`src/rtl/hack_soc_pkg.sv`:
```
// Shared Hack SoC definitions used by the VRAM access arbiter.
// Contents:
//   SRAM_ADDR_WIDTH  word address width of the 23LC1024 serial SRAM
//   HACK_DATA_WIDTH  Hack machine word width
//   arb_state_t      arbiter FSM state encoding
//   arb_ch_t         requester channel IDs (display = 0, CPU = 1)
package hack_soc_pkg;

  localparam int SRAM_ADDR_WIDTH = 17;
  localparam int HACK_DATA_WIDTH = 16;

  typedef enum logic [1:0] {
    ARB_IDLE  = 2'd0,
    ARB_ISSUE = 2'd1,
    ARB_WAIT  = 2'd2,
    ARB_RESP  = 2'd3
  } arb_state_t;

  typedef enum logic {
    CH_DISP = 1'b0,
    CH_CPU  = 1'b1
  } arb_ch_t;

endpackage

```
`src/rtl/vram_access_arbiter_if.sv`:
```
// Command/response bus between the VRAM arbiter and the QSPI SRAM controller.
// Signals:
//   mem_start  1-cycle command strobe (arbiter -> controller)
//   mem_we     command write flag
//   mem_addr   command word address
//   mem_wdata  command write data
//   mem_busy   controller cannot accept a command (controller -> arbiter)
//   mem_done   1-cycle completion pulse, mem_rdata valid
//   mem_rdata  read data
// Modports: master = arbiter side, slave = controller side.
interface vram_access_arbiter_if #(
  parameter int ADDR_WIDTH = 17,
  parameter int DATA_WIDTH = 16
);

  logic                  mem_start;
  logic                  mem_we;
  logic [ADDR_WIDTH-1:0] mem_addr;
  logic [DATA_WIDTH-1:0] mem_wdata;
  logic                  mem_busy;
  logic                  mem_done;
  logic [DATA_WIDTH-1:0] mem_rdata;

  modport master (
    output mem_start, mem_we, mem_addr, mem_wdata,
    input  mem_busy, mem_done, mem_rdata
  );

  modport slave (
    input  mem_start, mem_we, mem_addr, mem_wdata,
    output mem_busy, mem_done, mem_rdata
  );

endinterface

```
`src/rtl/arb_starve_counter.sv`:
```
// Saturating counter of consecutive display grants taken while the CPU waits.
// Ports:
//   clk       clock
//   reset     synchronous, active-high
//   inc       count one more display grant (saturates at LIMIT)
//   clr       restart the count (wins over inc)
//   at_limit  count has reached LIMIT; the CPU must win the next arbitration
module arb_starve_counter #(
  parameter int LIMIT = 4
) (
  input  logic clk,
  input  logic reset,
  input  logic inc,
  input  logic clr,
  output logic at_limit
);

  localparam int CW = (LIMIT > 0) ? $clog2(LIMIT + 1) : 1;

  logic [CW-1:0] count;

  // Count display wins; hold at the limit so the guard stays armed until the CPU is served
  always_ff @(posedge clk) begin
    if (reset) begin
      count <= '0;
    end else if (clr) begin
      count <= '0;
    end else if (inc && !at_limit) begin
      count <= count + 1'b1;
    end
  end

  assign at_limit = (count == CW'(LIMIT));

endmodule

```
`src/rtl/vram_access_arbiter.sv`:
```
// Shares one QSPI serial-SRAM controller between the display line fetcher
// (ch0, read-only, fixed priority) and the Hack CPU screen path (ch1, read/write).
// One command is in flight at a time; a starvation guard lets the CPU in after
// STARVE_LIMIT back-to-back display grants, and a watchdog aborts a command whose
// mem_done never arrives (owner still gets done, with rdata forced to 0).
// Ports:
//   clk, reset                          clock, synchronous active-high reset
//   disp_req/disp_addr                  display read request (held until disp_done)
//   disp_done/disp_rdata                display completion pulse and read data
//   cpu_req/cpu_we/cpu_addr/cpu_wdata   CPU request (held until cpu_done)
//   cpu_done/cpu_rdata                  CPU completion pulse and read data
//   mem                                 controller command/response bus (master side)
//   arb_busy                            FSM is not IDLE
//   arb_timeout                         sticky watchdog abort flag
module vram_access_arbiter
  import hack_soc_pkg::*;
#(
  parameter int ADDR_WIDTH     = SRAM_ADDR_WIDTH,
  parameter int DATA_WIDTH     = HACK_DATA_WIDTH,
  parameter int STARVE_LIMIT   = 4,
  parameter int TIMEOUT_CYCLES = 255
) (
  input  logic                  clk,
  input  logic                  reset,
  input  logic                  disp_req,
  input  logic [ADDR_WIDTH-1:0] disp_addr,
  output logic                  disp_done,
  output logic [DATA_WIDTH-1:0] disp_rdata,
  input  logic                  cpu_req,
  input  logic                  cpu_we,
  input  logic [ADDR_WIDTH-1:0] cpu_addr,
  input  logic [DATA_WIDTH-1:0] cpu_wdata,
  output logic                  cpu_done,
  output logic [DATA_WIDTH-1:0] cpu_rdata,
  vram_access_arbiter_if.master mem,
  output logic                  arb_busy,
  output logic                  arb_timeout
);

  localparam int WD_W = (TIMEOUT_CYCLES > 0) ? $clog2(TIMEOUT_CYCLES + 1) : 1;

  arb_state_t            state;
  arb_state_t            state_next;
  arb_ch_t               owner;
  logic                  start_pulse;
  logic                  grant_cpu;
  logic                  grant_disp;
  logic                  starve_at_limit;
  logic                  timeout_hit;
  logic [WD_W-1:0]       wdog;
  logic                  cmd_we;
  logic [ADDR_WIDTH-1:0] cmd_addr;
  logic [DATA_WIDTH-1:0] cmd_wdata;
  logic [DATA_WIDTH-1:0] disp_rdata_q;
  logic [DATA_WIDTH-1:0] cpu_rdata_q;
  logic                  timeout_q;

  // Arbitration only happens in IDLE; the CPU wins when the display is quiet or
  // when the display has used up its allowance of consecutive grants
  assign grant_cpu  = (state == ARB_IDLE) && cpu_req && (!disp_req || starve_at_limit);
  assign grant_disp = (state == ARB_IDLE) && disp_req && !grant_cpu;

  // Display grants taken over a waiting CPU accumulate; any other grant restarts the count
  arb_starve_counter #(
    .LIMIT(STARVE_LIMIT)
  ) u_starve (
    .clk     (clk),
    .reset   (reset),
    .inc     (grant_disp && cpu_req),
    .clr     (grant_cpu || (grant_disp && !cpu_req)),
    .at_limit(starve_at_limit)
  );

  // A disabled watchdog (TIMEOUT_CYCLES = 0) never fires
  assign timeout_hit = (TIMEOUT_CYCLES != 0) && (wdog == WD_W'(TIMEOUT_CYCLES - 1));

  // State register
  always_ff @(posedge clk) begin
    if (reset) begin
      state <= ARB_IDLE;
    end else begin
      state <= state_next;
    end
  end

  // Next-state logic and the command strobe; the strobe is held back while the
  // controller reports busy and fires in the cycle busy drops
  always_comb begin
    state_next  = state;
    start_pulse = 1'b0;
    case (state)
      ARB_IDLE: begin
        if (grant_cpu || grant_disp) begin
          state_next = ARB_ISSUE;
        end
      end
      ARB_ISSUE: begin
        if (!mem.mem_busy) begin
          start_pulse = 1'b1;
          state_next  = ARB_WAIT;
        end
      end
      ARB_WAIT: begin
        if (mem.mem_done || timeout_hit) begin
          state_next = ARB_RESP;
        end
      end
      ARB_RESP: begin
        state_next = ARB_IDLE;
      end
      default: begin
        state_next = ARB_IDLE;
      end
    endcase
  end

  // Command latch at grant, response capture in WAIT, watchdog and sticky timeout flag.
  // A real mem_done takes precedence over a watchdog expiry in the same cycle.
  always_ff @(posedge clk) begin
    if (reset) begin
      owner        <= CH_DISP;
      cmd_we       <= 1'b0;
      cmd_addr     <= '0;
      cmd_wdata    <= '0;
      disp_rdata_q <= '0;
      cpu_rdata_q  <= '0;
      timeout_q    <= 1'b0;
      wdog         <= '0;
    end else begin
      if (grant_cpu) begin
        owner     <= CH_CPU;
        cmd_we    <= cpu_we;
        cmd_addr  <= cpu_addr;
        cmd_wdata <= cpu_wdata;
      end else if (grant_disp) begin
        owner     <= CH_DISP;
        cmd_we    <= 1'b0;
        cmd_addr  <= disp_addr;
        cmd_wdata <= '0;
      end

      if (state == ARB_WAIT) begin
        wdog <= wdog + 1'b1;
        if (mem.mem_done) begin
          if (owner == CH_CPU) begin
            cpu_rdata_q <= mem.mem_rdata;
          end else begin
            disp_rdata_q <= mem.mem_rdata;
          end
        end else if (timeout_hit) begin
          timeout_q <= 1'b1;
          if (owner == CH_CPU) begin
            cpu_rdata_q <= '0;
          end else begin
            disp_rdata_q <= '0;
          end
        end
      end else begin
        wdog <= '0;
      end
    end
  end

  assign mem.mem_start = start_pulse;
  assign mem.mem_we    = cmd_we;
  assign mem.mem_addr  = cmd_addr;
  assign mem.mem_wdata = cmd_wdata;

  assign disp_done   = (state == ARB_RESP) && (owner == CH_DISP);
  assign cpu_done    = (state == ARB_RESP) && (owner == CH_CPU);
  assign disp_rdata  = disp_rdata_q;
  assign cpu_rdata   = cpu_rdata_q;
  assign arb_busy    = (state != ARB_IDLE);
  assign arb_timeout = timeout_q;

endmodule
```
`src/flat_wrapper.sv`:
```
// flat-port wrapper written by rule: the top's interface ports become plain ports
module vram_access_arbiter_flat import hack_soc_pkg::*;
#(
  parameter int ADDR_WIDTH     = SRAM_ADDR_WIDTH,
  parameter int DATA_WIDTH     = HACK_DATA_WIDTH,
  parameter int STARVE_LIMIT   = 4,
  parameter int TIMEOUT_CYCLES = 255
)
  (clk, reset, disp_req, disp_addr, disp_done, disp_rdata, cpu_req, cpu_we, cpu_addr, cpu_wdata, cpu_done, cpu_rdata, arb_busy, arb_timeout, mem_mem_start, mem_mem_we, mem_mem_addr, mem_mem_wdata, mem_mem_busy, mem_mem_done, mem_mem_rdata);
  vram_access_arbiter_if #(.ADDR_WIDTH(ADDR_WIDTH), .DATA_WIDTH(DATA_WIDTH)) mem_i ();
  input  logic clk;
  input  logic reset;
  input  logic disp_req;
  input  logic [ADDR_WIDTH-1:0] disp_addr;
  output logic disp_done;
  output logic [DATA_WIDTH-1:0] disp_rdata;
  input  logic cpu_req;
  input  logic cpu_we;
  input  logic [ADDR_WIDTH-1:0] cpu_addr;
  input  logic [DATA_WIDTH-1:0] cpu_wdata;
  output logic cpu_done;
  output logic [DATA_WIDTH-1:0] cpu_rdata;
  output logic arb_busy;
  output logic arb_timeout;
  output wire logic [$bits(mem_i.mem_start)-1:0] mem_mem_start;
  output wire logic [$bits(mem_i.mem_we)-1:0] mem_mem_we;
  output wire logic [$bits(mem_i.mem_addr)-1:0] mem_mem_addr;
  output wire logic [$bits(mem_i.mem_wdata)-1:0] mem_mem_wdata;
  input wire logic [$bits(mem_i.mem_busy)-1:0] mem_mem_busy;
  input wire logic [$bits(mem_i.mem_done)-1:0] mem_mem_done;
  input wire logic [$bits(mem_i.mem_rdata)-1:0] mem_mem_rdata;
  assign mem_mem_start = mem_i.mem_start;
  assign mem_mem_we = mem_i.mem_we;
  assign mem_mem_addr = mem_i.mem_addr;
  assign mem_mem_wdata = mem_i.mem_wdata;
  assign mem_i.mem_busy = mem_mem_busy;
  assign mem_i.mem_done = mem_mem_done;
  assign mem_i.mem_rdata = mem_mem_rdata;
  vram_access_arbiter #(.ADDR_WIDTH(ADDR_WIDTH), .DATA_WIDTH(DATA_WIDTH), .STARVE_LIMIT(STARVE_LIMIT), .TIMEOUT_CYCLES(TIMEOUT_CYCLES)) u_core (.clk(clk), .reset(reset), .disp_req(disp_req), .disp_addr(disp_addr), .disp_done(disp_done), .disp_rdata(disp_rdata), .cpu_req(cpu_req), .cpu_we(cpu_we), .cpu_addr(cpu_addr), .cpu_wdata(cpu_wdata), .cpu_done(cpu_done), .cpu_rdata(cpu_rdata), .mem(mem_i), .arb_busy(arb_busy), .arb_timeout(arb_timeout));
endmodule
```
`config.mk`:
```
export PLATFORM = sky130hd
export DESIGN_NAME = vram_access_arbiter_flat
export DESIGN_NICKNAME = d
export VERILOG_FILES = /design/src/rtl/hack_soc_pkg.sv /design/src/rtl/vram_access_arbiter_if.sv /design/src/rtl/arb_starve_counter.sv /design/src/rtl/vram_access_arbiter.sv /design/src/flat_wrapper.sv
export SDC_FILE = /design/constraint.sdc
export NUM_CORES = 1
export LEC_CHECK = 0
export CAP_MARGIN = 0
export CORE_MARGIN = 2
export CORE_UTILIZATION = 50
export DETAILED_ROUTE_END_ITERATION = 6
export DONT_BUFFER_PORTS = 1
export PLACE_DENSITY = 0.79
export SLEW_MARGIN = 20
export SYNTH_ARGS = -nofsm -noshare
export SYNTH_HDL_FRONTEND = slang
export SYNTH_HIERARCHICAL = 1
export SYNTH_SLANG_ARGS = --single-unit
```
`constraint.sdc`:
```
create_clock -name clk -period 2.2 [get_ports clk]
set_clock_uncertainty 0.2 [all_clocks]
set_input_delay 0.22 -clock clk [delete_from_list [all_inputs] [get_ports clk]]
set_output_delay 0.22 -clock clk [all_outputs]
set_load 0.05 [all_outputs]
```
==> results of run 1 <==
how the worst max path moves through the flow:
stage	cells after the start	endpoint	start
3_5_place_dp	9	u_core/u_starve/count[0]	u_core/u_starve/count[0]
6_report	9	u_core/u_starve/count[0]	u_core/u_starve/count[0]
3_3_place_gp	9	u_core/u_starve/count[1]	u_core/u_starve/count[0]
5_1_grt	8	u_core/mem.mem_addr[9]	u_core/u_starve/count[0]
4_1_cts	9	u_core/u_starve/count[0]	u_core/u_starve/count[0]
2_1_floorplan	11	u_core/u_starve/count[1]	u_core/u_starve/count[0]
power by group through the flow:
| stage | registers [mW] | clock network (mW) | logic, mW |
|---|---|---|---|
| after floorplan | 2.29 | 0 | 0.835 |
| after global placement | 2.24 | 0 | 1.07 |
| after detailed placement | 2.24 | 0 | 1.11 |
| after CTS | 2.21 | 1.24 | 1.24 |
| after global routing | 2.24 | 1.30 | 1.41 |
| final | 2.21 | 1.22 | 1.31 |
synthesized netlist by cell type, drive strengths merged:
library cell / n
dlymetal6s2s: 1
xor2: 3
a21boi: 1
and4b: 1
nand2b: 29
mux2: 2
nor3: 1
nor4: 1
buf: 13
ha: 8
a211oi: 17
nand3: 5
o21a: 1
o21bai: 1
or3: 2
nand3b: 17
or2b: 7
xnor2: 1
a22oi: 17
a21oi: 7
and2: 2
nor2b: 4
inv: 7
o21ai: 4
mux2i: 50
dfxtp: 81
nor3b: 3
clkbuf: 9
nand4: 1
and3: 2
nor2: 47
nand2: 4
cells by family (layout without fill, tap and decap cells):
kind of cell	Yosys count	count (layout)
mux	52	52
flops	81	81
xor+xnor	4	4
buf+inv	30	113
compound gates	48	48
fa+ha+maj	8	8
simple gates	126	126
what timing repair did:
action | in CTS | in global routing
setup endpoints to repair | 0 | 1
hold buffers | 71 | 1
endpoints found under the hold margin | 72 | 1
gates resized for setup | 0 | 2
final cells by class:
cell class	instances	area, um2
fillers	486	2170
multi-input cells	238	1770
flip-flops and latches	81	1620
repair buffers	90	886
clock buffers	12	155
well taps	96	120
clock inverters	4	75.1
inverters	7	26.3
stage by stage:
stage	hold slack, ps	cells	util [%]
4_1_cts	12.2	527	67.9
5_1_grt	21.7	528	68.2
3_3_place_gp	104	440	53.9
6_report	16.7	528	68.2
3_5_place_dp	106	440	53.9
2_1_floorplan	93.5	349	-
layer usage:
| metal | track usage [%] | up-vias |
|---|---|---|
| li1 | - | 1362 |
| met1 | 27.0 | 1352 |
| met2 | 36.7 | 136 |
| met3 | 8.49 | 15 |
| met4 | 10.1 | 0 |
| met5 | 0 | - |
registers in the layout (all words and copies together) (netlist names):
| name | cells |
|---|---|
| u_core/arb_timeout | 1 |
| u_core/cpu_rdata | 16 |
| u_core/disp_rdata | 16 |
| u_core/mem.mem_addr | 17 |
| u_core/mem.mem_wdata | 16 |
| u_core/mem.mem_we | 1 |
| u_core/owner | 1 |
| u_core/state | 2 |
| u_core/u_starve/count | 3 |
| u_core/wdog | 8 |
critical path, stage by stage, from the launching register on:
cell and delay [ps]:
dfxtp_1 340, inv_1 60, ha_1 180, and2_1 140, nand2b_1 130, nor2b_4 200
inv_1 90, a21oi_4 210, nor3_1 80, mux2_1 300
==> metrics.txt, run 1 <==
status complete, no violations; dpl ws 131 ps; RSZ-0062 raised after global routing false; simple-gate area share of the yosys netlist 20.9%; grt ovf 0; Reg power frac 46.7%; met2 WL 4300 um; initial antenna violation count 0; antenna cells 0; R2R depth 9; startpoint types flop; post-DP HPWL 5030 um; Area after DPL 3680 um2; Yosys top cell by area dfxtp_1; Slew Limit Headroom 52.6%; adder-cell share of the synthesized area 2.81%; XOR/XNOR share of the synthesized area 0.982%; worst-case vdd ir drop 0.769 mV; Final period util 92.7%; Initial Utilization 52.2%; Area growth syn-to-layout 30.6%; maximum clock frequency 490 MHz; Worst Hold End u_core/owner; Clk pwr share 25.7%; Via density 5.43; Ports 144; mapped cell area 3570 um2; synthesis warning total 6; Final ANT Viol Nets 0; largest family of logic cells by synthesized area simple AND/OR/NAND/NOR gates; flops & latches, synth 81; Switching Fraction 39.6%; Final Net Count 508; Reg clk slew, reported paths 80 ps; final worst path period need 2040 ps; Worst R2R End u_core/u_starve/count[0]; Worst Hold Launch reset; top-area cell type share of the netlist area 45.5%; Psw 1.88 mW; Final GP Congestion 0.724; kind of critical path reg -> reg; clk sinks 81; DR iter-0 viols 151; final setup violation count 0; row count 30; Int Power 2.86 mW; root buf cell clkbuf_8; GRT Overall Usage 22.7%; Final Hold Vio Count 0; commonest non-fill, non-tap cell in the layout dfxtp_1; Worst EP arrival 2060 ps; highest routed metal layer met4; combinational share of power 27.6%; setup TNS 0 ps; register area share after synthesis 45.5%; max_cap viols 0; first-pass GRT wire length 13600 um; DRT Pass-1 Iters 4; r2r setup slk 160 ps; largest net degree at the start of global routing 90; post-synthesis compound-gate area fraction 9.75%; most frequent cells in the layout dfxtp_1, dlygate4sd3_1, mux2i_1; core area 6830 um2; proportion of layout cells with a drive suffix above 1 12.5%; leakage power 1.94 nW; final setup margin 160 ps; H-tree levels 3; post-route cell area 4660 um2; drt total wl 8980 um; clock buffer depth 2; WHS Path Cells 2; total power 4.74 mW; Distinct cells, synth 43; CP endpoint kind flop; worst min-delay path class in -> reg; crit path max fanout 5; Slew Limit Fails 0; actual slew at the worst max-slew pin 709 ps; cell count after synthesis 349; Die W 88.5 um; CP Data Required Time 2220 ps; Die Ht 88.5 um; CTS tree done; syn_nets 430; Area contributors post-synth dfxtp_1, mux2i_1, nand2b_1, nor2_1, a211oi_1; DRC viols 0; Num CTS Buffers 9; postcts setup bufs 0; total number of vias 2865; die area 7830 um2; M1 wire length 3690 um; post-synthesis mux area share 14.7%; Power Density 1020 nW/um2; vias in the first global route 2897; WL met3 819 um; FF-to-FF Start u_core/u_starve/count[0]; Syn Area/Cell 10.2 um2; Skew-Pair Late Insertion Delay 340 ps; WL/cell 17.0 um; PortBufs 0
Note: power is estimated with default switching activity, not from simulation.
==> inputs of run 2 (changes only) <==
--- a/config.mk
+++ b/config.mk
@@ -10,9 +10,9 @@
 export CORE_UTILIZATION = 50
 export DETAILED_ROUTE_END_ITERATION = 6
 export DONT_BUFFER_PORTS = 1
+export MAX_ROUTING_LAYER = met4
 export PLACE_DENSITY = 0.79
 export SLEW_MARGIN = 20
 export SYNTH_ARGS = -nofsm -noshare
 export SYNTH_HDL_FRONTEND = slang
-export SYNTH_HIERARCHICAL = 1
 export SYNTH_SLANG_ARGS = --single-unit
==> run 2 against run 1 <==
  * Setup slack got worse by 31 ps
  * Clock power fell by 19%
  * Final area shrank 7.1%
  * Clock-buffer cell count shrank 3
  * Synthesized cell count down 0.86%
  * Combinational power is 16% lower
  * Sequential share of layout area increased by 2.7 points
  * Critical path type unchanged
  * Largest cell class is now registers
==> metrics.txt, run 2 <==
Area contributors post-synth dfxtp_1, mux2i_1, nand2_1, a22oi_1, nor2_1; post-route cell area 4330 um2; number of flip-flops in the largest register 17; register area share after synthesis 48.8%; synthesis warning total 0; root buf cell clkbuf_8; largest net degree at the start of global routing 49; Slew Limit Headroom 44.5%; FF-to-FF Start u_core.state[0]; leakage power 1.83 nW; syn_nets 428; R2R depth 7; asr flop ratio synth 0%; Final period util 94.1%; CP endpoint kind flop; Worst EP arrival 2170 ps; Placed Cells 408; worst min-delay path class in -> reg; clock buffer depth 2; CTS tree done; worst path bufs/invs 2; most frequent cell after synthesis dfxtp_1; Yosys top cell by area dfxtp_1; row count 29; core area 6390 um2; RSZ-0062 raised after global routing false; DRC viols 0; Syn Area/Cell 9.60 um2; most used flip-flop cell after synthesis dfxtp_1; clk sinks 81; Top delay family on crit path buffers and inverters; total power 4.40 mW; WHS Path Cells 4; maximum clock frequency 483 MHz; top-area cell type share of the netlist area 48.8%; Commonest cells post-synth dfxtp_1, mux2i_1, nand2_1; Worst Hold Launch cpu_req; DRT Pass-1 Iters 4; status complete, no violations; Skew-Pair Late Insertion Delay 350 ps; cell count after synthesis 346; setup TNS 0 ps; Worst Hold End u_core.owner; WL/cell 16.8 um; startpoint types flop; drt total wl 8410 um; mapped cell area 3320 um2; Reg power frac 52.4%; Num CTS Buffers 9; commonest non-fill, non-tap cell in the layout dfxtp_1; r2r setup slk 130 ps; fill count 471; die area 7310 um2; Layout Cells excl Fill 500; Post-synth EDFFs 0; Power Density 1020 nW/um2; Final GP Congestion 0.729; Int Power 2.54 mW; Min Hold Slack 20.7 ps; post-DP HPWL 4820 um; H-tree levels 3; actual slew at the worst max-slew pin 830 ps; crit path max fanout 7; flops & latches, synth 81; proportion of layout cells with a drive suffix above 1 8.29%; DR iter-0 viols 99; first-pass GRT wire length 13200 um; Final Net Count 499; CP Data Required Time 2300 ps; CP max stage delay 560 ps; final worst path period need 2070 ps; Worst R2R End u_core.mem.mem_wdata[8]; total number of vias 2781; final setup violation count 0; Final ANT Viol Nets 0; max_cap viols 0; Die Ht 85.5 um; initial antenna violation count 0; Ports 144; combinational share of power 25.1%; PortBufs 0; Reg clk slew, reported paths 90 ps; Distinct cells, synth 31; Final Hold Vio Count 0; Area after DPL 3390 um2; CP cell instances inv_1 > ha_4 > nand2_1 > a21oi_4 > a22oi_1 > nor2_1 > dlygate4sd3_1; kind of critical path reg -> reg; GRT Overall Usage 23.6%; Psw 1.86 mW; Clk pwr share 22.6%; worst-case vdd ir drop 0.771 mV; vias in the first global route 2824; Die W 85.5 um; Slew Limit Fails 0; grt ovf 0; Area growth syn-to-layout 30.2%; Switching Fraction 42.3%; Worst path slowest cell dlygate4sd3_1; most frequent cells in the layout dfxtp_1, dlygate4sd3_1, mux2i_1; WP depth 7; Initial Utilization 52.0%; Via density 5.56
-- run 2: power by group through the flow --
stage | registers (mW) | logic [mW] | clock network, mW
floorplan | 2.29 | 0.746 | 0
global placement | 2.32 | 0.879 | 0
detailed placement | 2.33 | 0.913 | 0
CTS | 2.30 | 1.04 | 1.01
global route | 2.32 | 1.22 | 1.08
finish | 2.30 | 1.10 | 0.991
-- run 2: timing repair --
action | CTS | global route
buffers inserted | 0 | 3
hold buffers | 72 | 0
hold endpoints to repair | 73 | 0
endpoints found under the setup margin | 0 | 5
resized for setup | 0 | 2
-- run 2: metrics by stage --
stage | setup slack, ps | util (%)
2_1_floorplan | 252 | -
3_3_place_gp | 298 | 53.1
3_5_place_dp | 216 | 53.1
4_1_cts | 45.8 | 67.1
5_1_grt | 7.02 | 67.7
6_report | 129 | 67.7
-- run 2: cell families after synthesis --
| group | share of synthesized area [%] |
|---|---|
| muxes | 15.1 |
| AOI/OAI and AO/OA | 11.9 |
| DFF | 48.8 |
| adders and majority gates | 3.39 |
| and+or+nand+nor | 14.7 |
| xor gates and xnor gates | 1.58 |
| buffers and inverters | 4.60 |
-- run 2: layout make-up --
type | count | area (um2) | area share [%]
multi-input combinational | 235 | 1570 | 36.4
clock buffer | 9 | 124 | 2.86
tap | 77 | 96.3 | 2.23
sequential | 81 | 1620 | 37.5
inverter | 7 | 26.3 | 0.607
antenna | 1 | 2.50 | 0.0579
timing repair buffer | 83 | 828 | 19.1
clock inverter | 7 | 52.6 | 1.21
-- run 2: worst max path at each step --
stage                          from                       to  slack (ps)
floorplan           u_core.state[0]   u_core.mem.mem_addr[5]         250
global placement    u_core.state[1]   u_core.mem.mem_addr[3]         300
detailed placement  u_core.state[1]   u_core.mem.mem_addr[7]         220
CTS                 u_core.state[1]  u_core.mem.mem_wdata[8]          50
global route        u_core.state[0]  u_core.mem.mem_wdata[8]           7
finish              u_core.state[0]  u_core.mem.mem_wdata[8]         130
-- run 2: worst register-to-register path, cell delays in order (launching register included) --
cell and delay, ps:
dfxtp_1 350, inv_1 150, ha_4 180, nand2_1 80, a21oi_4 240, a22oi_1 140, nor2_1 120, dlygate4sd3_1 560
-- run 2: routing by layer --
metal / global-route usage [%] / up-vias / wire length (um)
li1: - / 1341 / -
met1: 25.7 / 1302 / 3340
met2: 40.3 / 119 / 4280
met3: 6.26 / 19 / 591
met4: 11.0 / 0 / 203
met5: - / - / 0
==> inputs of run 3 (changes only) <==
--- a/config.mk
+++ b/config.mk
@@ -6,11 +6,10 @@
 export NUM_CORES = 1
 export LEC_CHECK = 0
 export CAP_MARGIN = 0
-export CORE_MARGIN = 2
+export CORE_MARGIN = 3
 export CORE_UTILIZATION = 50
 export DETAILED_ROUTE_END_ITERATION = 6
 export DONT_BUFFER_PORTS = 1
-export MAX_ROUTING_LAYER = met4
 export PLACE_DENSITY = 0.79
 export SLEW_MARGIN = 20
 export SYNTH_ARGS = -nofsm -noshare
==> run 3 against run 2 <==
  * The flow now finishes with violations (negative hold slack)
  * Non-clock buffer count increased by 2
  * Register-to-register slack improved by 140 ps
  * First-iteration DRC count decreased by 26%
==> metrics.txt, run 3 (synthesis results as in run 2) <==
PortBufs 0; Final Hold Vio Count 1; GRT Overall Usage 21.3%; leakage power 1.85 nW; crit path max fanout 15; Worst Hold Launch cpu_addr[8]; final worst path period need 1930 ps; startpoint types flop; most frequent cells in the layout dfxtp_1, dlygate4sd3_1, mux2i_1; status finished with violations; proportion of layout cells with a drive suffix above 1 8.96%; root buf cell clkbuf_8; kind of critical path reg -> reg; CTS tree done; Skew-Pair Late Insertion Delay 330 ps; Slew Limit Headroom 43.8%; Core Util, Final 68.1%; Final period util 87.9%; H-tree levels 3; Area growth syn-to-layout 30.9%; commonest non-fill, non-tap cell in the layout dfxtp_1; clock buffer depth 2; DR iter-0 viols 73; worst min-delay path class in -> reg; Via density 5.49; Worst R2R End u_core.mem.mem_addr[13]; Reg clk slew, reported paths 80 ps; failing checks negative hold slack; setup TNS 0 ps; Worst EP arrival 1950 ps; largest net degree at the start of global routing 47; r2r setup slk 270 ps; core area 6390 um2; die area 7660 um2; Worst Hold End u_core.mem.mem_addr[8]; total number of vias 2750; row count 29; Initial Utilization 52.0%; dpl ws 143 ps; Area after DPL 3410 um2; Power Density 1040 nW/um2; WHS Path Cells 2; DRC viols 0; CP Data Required Time 2220 ps; initial antenna violation count 0; actual slew at the worst max-slew pin 841 ps; final setup margin 265 ps; drt total wl 8490 um; Ports 144; FF-to-FF Start u_core.state[0]; WL/cell 17.0 um; Die Ht 87.5 um; antenna cells 0; Min Hold Slack -16.2 ps; RSZ-0062 raised after global routing false; maximum clock frequency 517 MHz; Final GP Congestion 0.704; R2R depth 7; post-DP HPWL 4950 um; Num CTS Buffers 9; post-route cell area 4350 um2; first-pass GRT wire length 13000 um; Final Net Count 501; worst-case vdd ir drop 0.771 mV; number of flip-flops in the largest register 17; grt ovf 0; max_cap viols 0; Slew Limit Fails 0; DRT Pass-1 Iters 4; clk sinks 81; Final ANT Viol Nets 0; CP endpoint kind flop; final setup violation count 0; Die W 87.5 um; vias in the first global route 2786
run 3: critical path, cell delays in order, from the launching register on:
cell	delay, ps
dfxtp_1	350
inv_1	120
ha_1	250
nand2_1	120
a21oi_4	240
buf_12	200
mux2i_1	250
a21oi_1	90
run 3: worst max path at each step:
stage | slack [ps] | from | end
floorplan | 250 | u_core.state[0] | u_core.mem.mem_addr[5]
global placement | 240 | u_core.state[0] | u_core.mem.mem_addr[2]
detailed placement | 140 | u_core.state[0] | u_core.mem.mem_addr[6]
CTS | 120 | u_core.state[0] | u_core.mem.mem_addr[6]
global route | 120 | u_core.state[0] | u_core.mem.mem_addr[8]
finish | 270 | u_core.state[0] | u_core.mem.mem_addr[13]
run 3: through the flow:
stage / total power, mW / cells
5_1_grt: 4.72 / 501
3_3_place_gp: 3.23 / 410
2_1_floorplan: 3.03 / 346
3_5_place_dp: 3.26 / 410
6_report: 4.50 / 501
4_1_cts: 4.48 / 495
run 3: timing repair:
action,CTS,global route
hold buffers,69,0
endpoints found under the setup margin,0,15
resized for setup,0,0
hold endpoints to repair,73,0
setup buffers,0,6
run 3: power by group:
part | switching, mW | total [mW] | leakage, nW | internal (mW)
Clock | 0.517 | 1.10 | 0.103 | 0.588
Combinational | 0.631 | 1.10 | 1.09 | 0.467
Sequential | 0.654 | 2.30 | 0.659 | 1.65
Total | 1.80 | 4.50 | 1.85 | 2.70
run 3: final cells by class:
| type | instances | area, um2 |
|---|---|---|
| tap | 77 | 96.3 |
| sequential | 81 | 1620 |
| clock buffer | 12 | 155 |
| timing repair buffer | 85 | 836 |
| inverter | 7 | 26.3 |
| multi-input combinational | 235 | 1560 |
| clock inverter | 4 | 51.3 |
| fill | 488 | 2040 |
run 3: per-layer routing:
layer	vias to the layer above	track usage, %	part of all wire, %
li1	1340	-	-
met1	1274	24.2	39
met2	119	37.2	51
met3	17	6.43	7.8
met4	0	8.51	2.1
met5	-	0	0
